[config.mk]
export PLATFORM = sky130hd
export DESIGN_NAME = wb_uart_tx_flat
export DESIGN_NICKNAME = d
export VERILOG_FILES = /design/src/rtl/wb_uart_tx_pkg.sv /design/src/rtl/wb_uart_tx_if.sv /design/src/rtl/wb_uart_tx_fifo.sv /design/src/rtl/wb_uart_tx.sv /design/src/flat_wrapper.sv
export SDC_FILE = /design/constraint.sdc
export NUM_CORES = 1
export LEC_CHECK = 0
export CORE_ASPECT_RATIO = 0.9
export CORE_MARGIN = 5
export CORE_UTILIZATION = 41
export DETAILED_ROUTE_END_ITERATION = 6
export PLACE_DENSITY = 0.81
export SYNTH_ARGS = -nofsm -noshare
export SYNTH_HDL_FRONTEND = slang
export SYNTH_SLANG_ARGS = --single-unit
[constraint.sdc]
create_clock -name clk -period 2 [get_ports clk]
set_input_delay 0.4 -clock clk [delete_from_list [all_inputs] [get_ports clk]]
set_output_delay 0.4 -clock clk [all_outputs]
set_load 0.02 [all_outputs]
[src/rtl/wb_uart_tx_pkg.sv]
// Shared definitions for the Wishbone UART transmitter: register map,
// STATUS bit positions, TX state encoding and divisor helpers.
package wb_uart_tx_pkg;

    // Register offsets as decoded from adr[3:2]
    localparam logic [1:0] REG_TXDATA = 2'd0;
    localparam logic [1:0] REG_STATUS = 2'd1;
    localparam logic [1:0] REG_DIV    = 2'd2;
    localparam logic [1:0] REG_RSVD   = 2'd3;

    // STATUS register bit positions
    localparam int STAT_BUSY    = 0;
    localparam int STAT_FULL    = 1;
    localparam int STAT_EMPTY   = 2;
    localparam int STAT_OVF     = 3;
    localparam int STAT_LVL_LSB = 8;

    // Smallest baud divisor the transmitter can run with
    localparam logic [15:0] DIV_MIN = 16'd2;

    typedef enum logic [1:0] {
        TX_IDLE  = 2'd0,
        TX_START = 2'd1,
        TX_DATA  = 2'd2,
        TX_STOP  = 2'd3
    } tx_state_e;

    // Divisors below the minimum are raised to the minimum
    function automatic logic [15:0] clamp_div(input logic [15:0] div);
        if (div < DIV_MIN) begin
            return DIV_MIN;
        end else begin
            return div;
        end
    endfunction

    // Squeeze a 9-bit level into the 8-bit STATUS field, saturating at 255
    function automatic logic [7:0] level_byte(input logic [8:0] lvl);
        if (lvl[8]) begin
            return 8'hFF;
        end else begin
            return lvl[7:0];
        end
    endfunction

endpackage

[src/rtl/wb_uart_tx_if.sv]
// Pipelined Wishbone bus bundle used between the shared-bus interconnect
// and the UART transmitter slave.
interface wb_if;
    logic [31:0] adr;
    logic [31:0] dat_m;
    logic [31:0] dat_s;
    logic [3:0]  sel;
    logic        cyc;
    logic        stb;
    logic        we;
    logic        ack;
    logic        stall;
    logic        err;

    modport master (
        output adr, dat_m, sel, cyc, stb, we,
        input  dat_s, ack, stall, err
    );

    modport slave (
        input  adr, dat_m, sel, cyc, stb, we,
        output dat_s, ack, stall, err
    );
endinterface

[src/rtl/wb_uart_tx_fifo.sv]
// uart_tx_fifo: byte-wide synchronous FIFO with first-word-fall-through
// read port. A push while full is accepted only when a pop happens in the
// same cycle. DEPTH must be a power of two so the pointers wrap naturally.
module uart_tx_fifo #(
    parameter int DEPTH = 16
) (
    input  logic                     clk,
    input  logic                     rst,
    input  logic                     push,
    input  logic [7:0]               din,
    input  logic                     pop,
    output logic [7:0]               dout,
    output logic                     full,
    output logic                     empty,
    output logic [$clog2(DEPTH):0]   level
);
    localparam int AW = $clog2(DEPTH);

    logic [7:0]    mem_r [DEPTH];
    logic [AW-1:0] wr_ptr_r;
    logic [AW-1:0] rd_ptr_r;
    logic [AW:0]   level_r;
    logic          do_push_s;
    logic          do_pop_s;

    assign empty = (level_r == '0);
    assign full  = (level_r == (AW+1)'(DEPTH));
    assign level = level_r;
    assign dout  = mem_r[rd_ptr_r];

    // Qualify push/pop against the current occupancy
    always_comb begin
        do_pop_s  = pop && !empty;
        do_push_s = push && (!full || do_pop_s);
    end

    // Pointer and occupancy bookkeeping
    always_ff @(posedge clk) begin
        if (rst) begin
            wr_ptr_r <= '0;
            rd_ptr_r <= '0;
            level_r  <= '0;
        end else begin
            if (do_push_s) begin
                wr_ptr_r <= wr_ptr_r + AW'(1);
            end
            if (do_pop_s) begin
                rd_ptr_r <= rd_ptr_r + AW'(1);
            end
            case ({do_push_s, do_pop_s})
                2'b10:   level_r <= level_r + (AW+1)'(1);
                2'b01:   level_r <= level_r - (AW+1)'(1);
                default: level_r <= level_r;
            endcase
        end
    end

    // Storage array; contents are don't-care while the FIFO is empty
    always_ff @(posedge clk) begin
        if (do_push_s) begin
            mem_r[wr_ptr_r] <= din;
        end
    end

endmodule

[src/rtl/wb_uart_tx.sv]
// wb_uart_tx: Wishbone-attached 8N1 UART transmitter (slave at 0x10001000).
// Build option: define WB_UART_TX_FIFO_EN to buffer bytes in a FIFO of
// FIFO_DEPTH entries; otherwise a single holding register is used.
module wb_uart_tx
    import wb_uart_tx_pkg::*;
#(
    parameter int FIFO_DEPTH  = 16,
    parameter int DEFAULT_DIV = 868
) (
    input  logic clk,
    input  logic rst,
    wb_if.slave  wb,
    output logic tx,
    output logic irq
);
    localparam int LVL_W = $clog2(FIFO_DEPTH) + 1;

    // Bus side
    logic             bus_req_s;
    logic [1:0]       reg_sel_s;
    logic             push_req_s;
    logic             push_acc_s;
    logic             ovf_set_s;
    logic             ovf_clr_s;
    logic             div_wr_s;
    logic [15:0]      div_new_s;
    logic [31:0]      rd_data_s;
    logic             ack_r;
    logic [31:0]      dat_s_r;
    logic [15:0]      div_r;
    logic             ovf_r;

    // Buffer side
    logic             full_s;
    logic             empty_s;
    logic [LVL_W-1:0] level_s;
    logic [7:0]       buf_dout_s;

    // Transmitter side
    tx_state_e        state_r;
    tx_state_e        state_nxt_s;
    logic             pop_s;
    logic             bit_end_s;
    logic             tx_nxt_s;
    logic [15:0]      cnt_r;
    logic [2:0]       idx_r;
    logic [7:0]       shift_r;
    logic             tx_r;
    logic             irq_r;

    assign wb.ack   = ack_r;
    assign wb.dat_s = dat_s_r;
    assign wb.stall = 1'b0;
    assign wb.err   = 1'b0;
    assign tx       = tx_r;
    assign irq      = irq_r;

    assign bit_end_s = (cnt_r == 16'd0);

    // Decode the current bus cycle into register side effects
    always_comb begin
        bus_req_s  = wb.cyc && wb.stb;
        reg_sel_s  = wb.adr[3:2];
        push_req_s = bus_req_s && wb.we && (reg_sel_s == REG_TXDATA) && wb.sel[0];
        // A full buffer still takes the byte if the transmitter pops this cycle
        push_acc_s = push_req_s && (!full_s || pop_s);
        ovf_set_s  = push_req_s && full_s && !pop_s;
        ovf_clr_s  = bus_req_s && wb.we && (reg_sel_s == REG_STATUS) &&
                     wb.sel[0] && wb.dat_m[STAT_OVF];
        div_wr_s   = bus_req_s && wb.we && (reg_sel_s == REG_DIV) &&
                     (wb.sel[1] || wb.sel[0]);
        div_new_s  = {(wb.sel[1] ? wb.dat_m[15:8] : div_r[15:8]),
                      (wb.sel[0] ? wb.dat_m[7:0]  : div_r[7:0])};
    end

    // Read data multiplexer
    always_comb begin
        rd_data_s = 32'h0000_0000;
        case (reg_sel_s)
            REG_STATUS: begin
                rd_data_s[STAT_BUSY]  = (state_r != TX_IDLE);
                rd_data_s[STAT_FULL]  = full_s;
                rd_data_s[STAT_EMPTY] = empty_s;
                rd_data_s[STAT_OVF]   = ovf_r;
                rd_data_s[STAT_LVL_LSB +: 8] = level_byte(9'(level_s));
            end
            REG_DIV:    rd_data_s = {16'h0000, div_r};
            REG_RSVD:   rd_data_s = 32'h0000_0000;
            default:    rd_data_s = 32'h0000_0000;
        endcase
    end

    // Bus acknowledge, read data and control registers
    always_ff @(posedge clk) begin
        if (rst) begin
            ack_r   <= 1'b0;
            dat_s_r <= 32'h0000_0000;
            div_r   <= clamp_div(16'(DEFAULT_DIV));
            ovf_r   <= 1'b0;
        end else begin
            ack_r   <= bus_req_s;
            dat_s_r <= (bus_req_s && !wb.we) ? rd_data_s : 32'h0000_0000;
            if (div_wr_s) begin
                div_r <= clamp_div(div_new_s);
            end
            // A new overflow in the same cycle outranks the clear
            if (ovf_set_s) begin
                ovf_r <= 1'b1;
            end else if (ovf_clr_s) begin
                ovf_r <= 1'b0;
            end
        end
    end

`ifdef WB_UART_TX_FIFO_EN
    uart_tx_fifo #(
        .DEPTH (FIFO_DEPTH)
    ) u_fifo (
        .clk   (clk),
        .rst   (rst),
        .push  (push_acc_s),
        .din   (wb.dat_m[7:0]),
        .pop   (pop_s),
        .dout  (buf_dout_s),
        .full  (full_s),
        .empty (empty_s),
        .level (level_s)
    );
`else
    logic       hold_valid_r;
    logic [7:0] hold_data_r;

    assign buf_dout_s = hold_data_r;
    assign full_s     = hold_valid_r;
    assign empty_s    = !hold_valid_r;
    assign level_s    = LVL_W'(hold_valid_r);

    // Single-entry holding register; refilled in the same cycle it is popped
    always_ff @(posedge clk) begin
        if (rst) begin
            hold_valid_r <= 1'b0;
            hold_data_r  <= 8'h00;
        end else if (push_acc_s) begin
            hold_valid_r <= 1'b1;
            hold_data_r  <= wb.dat_m[7:0];
        end else if (pop_s) begin
            hold_valid_r <= 1'b0;
        end
    end
`endif

    // TX state register
    always_ff @(posedge clk) begin
        if (rst) begin
            state_r <= TX_IDLE;
        end else begin
            state_r <= state_nxt_s;
        end
    end

    // TX next-state logic; pops the buffer when a frame is about to start
    always_comb begin
        state_nxt_s = state_r;
        pop_s       = 1'b0;
        case (state_r)
            TX_IDLE: begin
                if (!empty_s) begin
                    state_nxt_s = TX_START;
                    pop_s       = 1'b1;
                end else begin
                    state_nxt_s = TX_IDLE;
                end
            end
            TX_START: begin
                if (bit_end_s) begin
                    state_nxt_s = TX_DATA;
                end else begin
                    state_nxt_s = TX_START;
                end
            end
            TX_DATA: begin
                if (bit_end_s && (idx_r == 3'd7)) begin
                    state_nxt_s = TX_STOP;
                end else begin
                    state_nxt_s = TX_DATA;
                end
            end
            TX_STOP: begin
                if (bit_end_s) begin
                    if (!empty_s) begin
                        state_nxt_s = TX_START;
                        pop_s       = 1'b1;
                    end else begin
                        state_nxt_s = TX_IDLE;
                    end
                end else begin
                    state_nxt_s = TX_STOP;
                end
            end
            default: begin
                state_nxt_s = TX_IDLE;
                pop_s       = 1'b0;
            end
        endcase
    end

    // TX line level for the current state
    always_comb begin
        tx_nxt_s = 1'b1;
        case (state_r)
            TX_START: tx_nxt_s = 1'b0;
            TX_DATA:  tx_nxt_s = shift_r[0];
            TX_STOP:  tx_nxt_s = 1'b1;
            default:  tx_nxt_s = 1'b1;
        endcase
    end

    // Bit timer, bit index, shift register and registered serial output
    always_ff @(posedge clk) begin
        if (rst) begin
            cnt_r   <= 16'd0;
            idx_r   <= 3'd0;
            shift_r <= 8'h00;
            tx_r    <= 1'b1;
        end else begin
            tx_r <= tx_nxt_s;
            if (pop_s) begin
                shift_r <= buf_dout_s;
                idx_r   <= 3'd0;
                cnt_r   <= div_r - 16'd1;
            end else if (state_r != TX_IDLE) begin
                if (bit_end_s) begin
                    // Reloading here makes a new DIV apply from the next bit
                    cnt_r <= div_r - 16'd1;
                    if (state_r == TX_DATA) begin
                        shift_r <= {1'b0, shift_r[7:1]};
                        idx_r   <= idx_r + 3'd1;
                    end
                end else begin
                    cnt_r <= cnt_r - 16'd1;
                end
            end
        end
    end

    // Drain-complete interrupt: buffer empty and transmitter idle
    always_ff @(posedge clk) begin
        if (rst) begin
            irq_r <= 1'b1;
        end else begin
            irq_r <= (state_r == TX_IDLE) && empty_s;
        end
    end

endmodule

[src/flat_wrapper.sv]
// flat-port wrapper written by rule: the top's interface ports become plain ports
module wb_uart_tx_flat import wb_uart_tx_pkg::*;
#(
    parameter int FIFO_DEPTH  = 16,
    parameter int DEFAULT_DIV = 868
)
  (clk, rst, tx, irq, wb_adr, wb_dat_m, wb_sel, wb_cyc, wb_stb, wb_we, wb_dat_s, wb_ack, wb_stall, wb_err);
  wb_if wb_i ();
  input  logic clk;
  input  logic rst;
  output logic tx;
  output logic irq;
  input wire logic [$bits(wb_i.adr)-1:0] wb_adr;
  input wire logic [$bits(wb_i.dat_m)-1:0] wb_dat_m;
  input wire logic [$bits(wb_i.sel)-1:0] wb_sel;
  input wire logic [$bits(wb_i.cyc)-1:0] wb_cyc;
  input wire logic [$bits(wb_i.stb)-1:0] wb_stb;
  input wire logic [$bits(wb_i.we)-1:0] wb_we;
  output wire logic [$bits(wb_i.dat_s)-1:0] wb_dat_s;
  output wire logic [$bits(wb_i.ack)-1:0] wb_ack;
  output wire logic [$bits(wb_i.stall)-1:0] wb_stall;
  output wire logic [$bits(wb_i.err)-1:0] wb_err;
  assign wb_i.adr = wb_adr;
  assign wb_i.dat_m = wb_dat_m;
  assign wb_i.sel = wb_sel;
  assign wb_i.cyc = wb_cyc;
  assign wb_i.stb = wb_stb;
  assign wb_i.we = wb_we;
  assign wb_dat_s = wb_i.dat_s;
  assign wb_ack = wb_i.ack;
  assign wb_stall = wb_i.stall;
  assign wb_err = wb_i.err;
  wb_uart_tx #(.FIFO_DEPTH(FIFO_DEPTH), .DEFAULT_DIV(DEFAULT_DIV)) u_core (.clk(clk), .rst(rst), .wb(wb_i), .tx(tx), .irq(irq));
endmodule
* Word-level counts from Yosys, hierarchy flattened
Cells that the tools add are included.
Word-level totals: flip-flop bits (word level) 90, logic and storage cells 85
Cells by class: add/subtract/negate cells 3, magnitude comparators 1, eq/ne operators 6, multiplexer cells 25, bitwise logic cells 2, reductions and logical operators 34
Operators by type and width (number):
- $mux 16 | 4
- $mux 8 | 6
- $sub 16x1->16 const B | 2
- $logic_not 16->1 | 1
- $lt 16x2->1 const B | 1
- $pmux 8 s2 | 1
- $logic_and 1x1->1 | 15
- $reduce_bool 2->1 | 6
- $mux 1 | 8
- $pmux 2 s4 | 1
- $pmux 4 s2 | 1
- $eq 2x2->1 const B | 3
- $reduce_and 3->1 | 2
- $eq 2x1->1 const B | 2
- $logic_not 2->1 | 2
- $mux 2 | 2
- $pmux 1 s2 | 2
- $reduce_or 2->1 | 2
- $add 3x1->3 const B | 1
- $eq 3x3->1 const B | 1
- $logic_not 1->1 | 3
- $reduce_or 3->1 | 1
- $logic_or 1x1->1 | 2
- $not 1->1 | 2

* Logic depth before layout (Yosys ltp)
depth in word-level cells 7, gate-level depth with buffers 11

* Least setup slack after synthesis
Ideal clock, no wire load.
path kind flip-flop to flip-flop, start point register u_core.state_r[0], end point register u_core.cnt_r[0], setup time 128 ps, arrival time 2004 ps, required time 1872 ps, slack -131 ps, stages on the path, launching flop included 10, clock period less this slack 2131 ps, path through dfxtp_1 inv_1 ha_1 nor3_1 or2_2 clkbuf_1 clkbuf_1 nor3_1 a211oi_1 nor2_1
Between the ends: word-level cells in the longest chain between the ends 3, elaborated cells on any way between the ends 6
RTL lines:
- from (decl) | RTL line wb_uart_tx.sv:40 | tx_state_e state_r;
- from (signal assigned) | RTL line wb_uart_tx.sv:157 | state_r <= state_nxt_s;
- $eq 2x2->1 / $logic_not 2->1 (equally long branches) | RTL line wb_uart_tx.sv:165 | case (state_r)
- $pmux 1 s2 | RTL line wb_uart_tx.sv:165
- $mux 16 / $reduce_bool 2->1 (equally long branches)
- to (signal assigned) | RTL line wb_uart_tx.sv:230 | cnt_r <= div_r - 16'd1;
- to (signal assigned) | RTL line wb_uart_tx.sv:234 | cnt_r <= div_r - 16'd1;
- to (signal assigned) | RTL line wb_uart_tx.sv:240 | cnt_r <= cnt_r - 16'd1;
- to (decl) | RTL line wb_uart_tx.sv:45 | logic [15:0] cnt_r;
Several ways; a longest one is shown, not always the timed one. A chain may end at the register's enable or synchronous reset.

* Worst setup path after layout
start point register u_core.div_r[11], end point register u_core.div_r[1]
Between the ends: word-level cells in the longest chain between the ends 3
RTL lines:
- from (decl) | RTL line wb_uart_tx.sv:30 | logic [15:0] div_r;
- from (signal assigned) | RTL line wb_uart_tx.sv:98 | div_r <= clamp_div(16'(DEFAULT_DIV));
- from (signal assigned) | RTL line wb_uart_tx.sv:104 | div_r <= clamp_div(div_new_s);
- $mux 8 | RTL line wb_uart_tx.sv:72 | div_new_s = {(wb.sel[1] ? wb.dat_m[15:8] : div_r[15:8]),
- $lt 16x2->1 | RTL line wb_uart_tx_pkg.sv:30 | if (div < DIV_MIN) begin
- $mux 16 | RTL line wb_uart_tx_pkg.sv:30
No other way between the ends.

==> impl_metrics.yaml <==
detailed_routing:
  vias: 3568
  antenna_left: 0
  viasPerCell: 5.39
  drt_first_pass_iters: 5
  drt-initial-drc-count: 296
  routed_wl_um: 9680
  drc: 0
  post_drt_wl_per_cell_um: 14.6
critical_path:
  slowest_delay_ns: 0.53
  crit_path_end_kind: "flop"
  crit_fanout: 4
  critPathArrivalTime_ns: 2.37
  path_cells: "or4_4 -> or3_4 -> o41ai_4 -> and4_1 -> o21a_1 -> o221a_1"
  cpLargestDelayFamily: "simple AND/OR/NAND/NOR gates"
  crit_path_start_kind: "flop"
  worstReg2RegStart: "u_core.div_r[11]"
  criticalPathCategory: "reg2reg"
  cp-startpoint: "u_core.div_r[11]"
  slowest_stage: "or4_4"
  critical_path_buf_inv_count: 0
  cp.required_ns: 2.29
clock_tree:
  cts.sinks: 74
  cts_tree: "yes"
  clock_path_buffers: 2
  clock_latency_ns: 0.35
  cts_root_buffer: "clkbuf_8"
  clkTransAtPathRegs_ns: 0.09
  h-tree-depth: 3
  cts_buffers: 9
timing:
  final-setup-viol-count: 3
  period_share_pct: 104
  setup_tns_ns: -0.146
  period_needed_ns: 2.08
  grt_setup_unrepaired: "yes"
  skew_ns: 0.0133
  drv_slew: 0
  fmax_ghz: 0.480
  fin_ws_ns: -0.0837
  hold_viol_final: 0
die:
  num_rows: 33
  fp.coreArea_um2: 9000
  dieHeight_um: 101
  ios: 110
  start_util_pct: 41.5
  die_area_um2: 11100
  chipWidth_um: 111
global_routing:
  overflow: 0
  grt_pass1_wl_um: 16200
  grt_util_all_layers_pct: 17.4
  grt_pass1_vias: 3380
  antenna_found_initial: 0
  grt_max_degree: 27
hold_path:
  worstHoldPathType: "reg2reg"
  hp-start: "u_core.buf_dout_s[4]"
synth:
  synth-seq-area-share_pct: 39.7
  syn_avg_cell_area_um2: 8.18
  ys_ff_latch: 74
  yosys_warnings: 0
  synth-edff-count: 0
  synthDistinctLibCells: 51
  async_flop_share_pct: 0
  ys.flop_type: "dfxtp_1"
  netlist_instances: 457
  netlist_area_um2: 3740
placed_design:
  dp_hpwl_um: 7020
  post_dp_cell_area_um2: 4530
  port-buffer-count: 43
  place_congestion: 0.914
pwr:
  cellInternalPower_mw: 2.32
  p_comb_share_pct: 16.4
  p_total_mw: 3.23
  leakage_nw: 1.91
  clockPowerShare_pct: 37.2
  pwr-share-seq_pct: 46.4
  swShare_pct: 28.2
  peakVddDrop_uv: 431
  power.density_nw_per_um2: 664
  p_switching_mw: 0.910
layout:
  n_antenna_cell: 0
  drive_above_1_share_pct: 17.8
  fin_nets: 620
  multi_input_area_um2: 2130
  syn_to_final_growth_pct: 30.3
  final_area_um2: 4870
  seqCellArea_um2: 1490
  fill_cells: 789
outcome:
  status: "complete, but fails checks"
  violations: "negative setup slack"
job:
  drv_cap: 0
-- layout by cell type (no fill, tap or decap), types with 3 or more instances in the layout --
cell type         n
inv_6             3
inv_1            14
dfxtp_1          69
nor3b_1           3
a21oi_1          37
or3_1             6
dfxtp_2           5
nand3_1          23
and2_1           12
a211oi_1          9
buf_12            3
xor2_1            9
buf_4            46
mux2i_1          11
o21ai_0          12
ha_1             10
nor2_1           39
a22oi_1           3
o211ai_1          4
xnor2_1           4
conb_1           18
nand2_1          58
nor4_1            6
o32ai_1           6
o21ai_1           3
clkdlybuf4s50_1  43
nor3_1           23
clkbuf_8          9
-- state kept, by name, indices dropped and copies added (netlist names) --
register           flops
u_core.cnt_r          16
u_core.div_r          16
u_core.wb.dat_s       16
u_core.buf_dout_s      8
u_core.shift_r         8
u_core.idx_r           3
u_core.state_r         2
u_core.full_s          1
u_core.irq             1
u_core.ovf_r           1
u_core.tx              1
u_core.wb.ack          1
-- path summary, 6_finish.rpt --
check | to | slack, ns | cells past startpoint
setup / recovery | u_core.div_r[1] | -0.08 | 6
hold / removal | u_core.shift_r[4] | 0.46 | 2
setup reg to reg | u_core.div_r[1] | -0.08 | 6
hold reg to reg | u_core.shift_r[4] | 0.46 | 2
-- worst min-delay path, delay by kind of cell, from the launching register on --
kind	cells	cell delay [ns]
flip-flops	1	0.32
AO/OA/AOI/OAI	1	0.06
AND/OR/NAND/NOR	1	0.05
-- cell type report --
cell class	instances	area share, %
Multi-Input combinational cell	343	43.9
Sequential cell	74	30.6
Timing Repair Buffer	92	17.2
Tap cell	122	3.14
Clock buffer	10	2.62
Clock inverter	6	1.49
Inverter	15	1.16
-- cells in the mapped netlist (all sizes together) (2+ instances only) --
master  instances  area, um^2
or3             8        55.1
or4             3        26.3
nand4           2        12.5
nor3           24         120
nor2b           2        12.5
and4            2        17.5
o211ai          4        30.0
nor4            8        50.1
nor2           40         150
or2             3        18.8
clkbuf         19        75.1
o31ai           2        15.0
xor2            9        78.8
a21o            2        15.0
xnor2           4        35.0
o32ai           6        52.6
o21ai          15        75.1
and2           12        75.1
buf            22         170
nand3          23         115
nand2          59         221
nor4b           3        26.3
nor3b           4        30.0
a22oi           4        30.0
mux2i          12         120
dfxtp          74        1480
inv            15        56.3
a211oi         11        82.6
a21oi          37         185
a31oi           3        33.8
and3            2        12.5
ha             12         150
-- cell families (layout without fill, tap and decap cells) --
group           Yosys count  count (layout)  synth area share, %
simple gates            197             197                 25.8
compound gates           90              90                 15.6
flops                    74              74                 39.7
buf+inv                  57             123                 8.31
xor+xnor                 13              13                 3.05
mux                      13              13                 3.52
fa+ha+maj                12              12                 4.02
other cells               1              18                0.100
-- timing repair --
action / 4_1_cts / 5_1_grt
resized for setup: 12 / 17
setup endpoints to repair: 19 / 23
buffers inserted: 1 / 2
endpoints found under the hold margin: 0 / 0
pin swaps: 4 / 2
hold buffers: 0 / 0
-- power by group through the flow --
stage	Clock, mW	Combinational [mW]	Sequential [mW]
global route	1.29	0.573	1.50
detailed placement	0	0.485	1.53
floorplan	0	0.323	1.53
finish	1.20	0.529	1.50
CTS	1.22	0.501	1.50
global placement	0	0.471	1.53
-- through the flow --
step                setup slack [ns]  utilization, %  instances  hold WS, ns
finish                       -0.0837            54.1        662        0.462
global route                  -0.146            54.1        662        0.480
global placement             -0.0773            50.3        643        0.442
CTS                          -0.0621            53.3        660        0.466
floorplan                   -0.00510               -        474        0.432
detailed placement            -0.105            50.3        643        0.453
-- routing by layer --
layer  wire [um]  GRT usage [%]  vias to the layer above
met3         676           4.26                       17
li1            -              -                     1733
met5           0              0                        -
met2        4590           29.0                      148
met1        4240           22.3                     1670
met4         171           5.68                        0
Note: power is estimated with default switching activity, not from simulation.
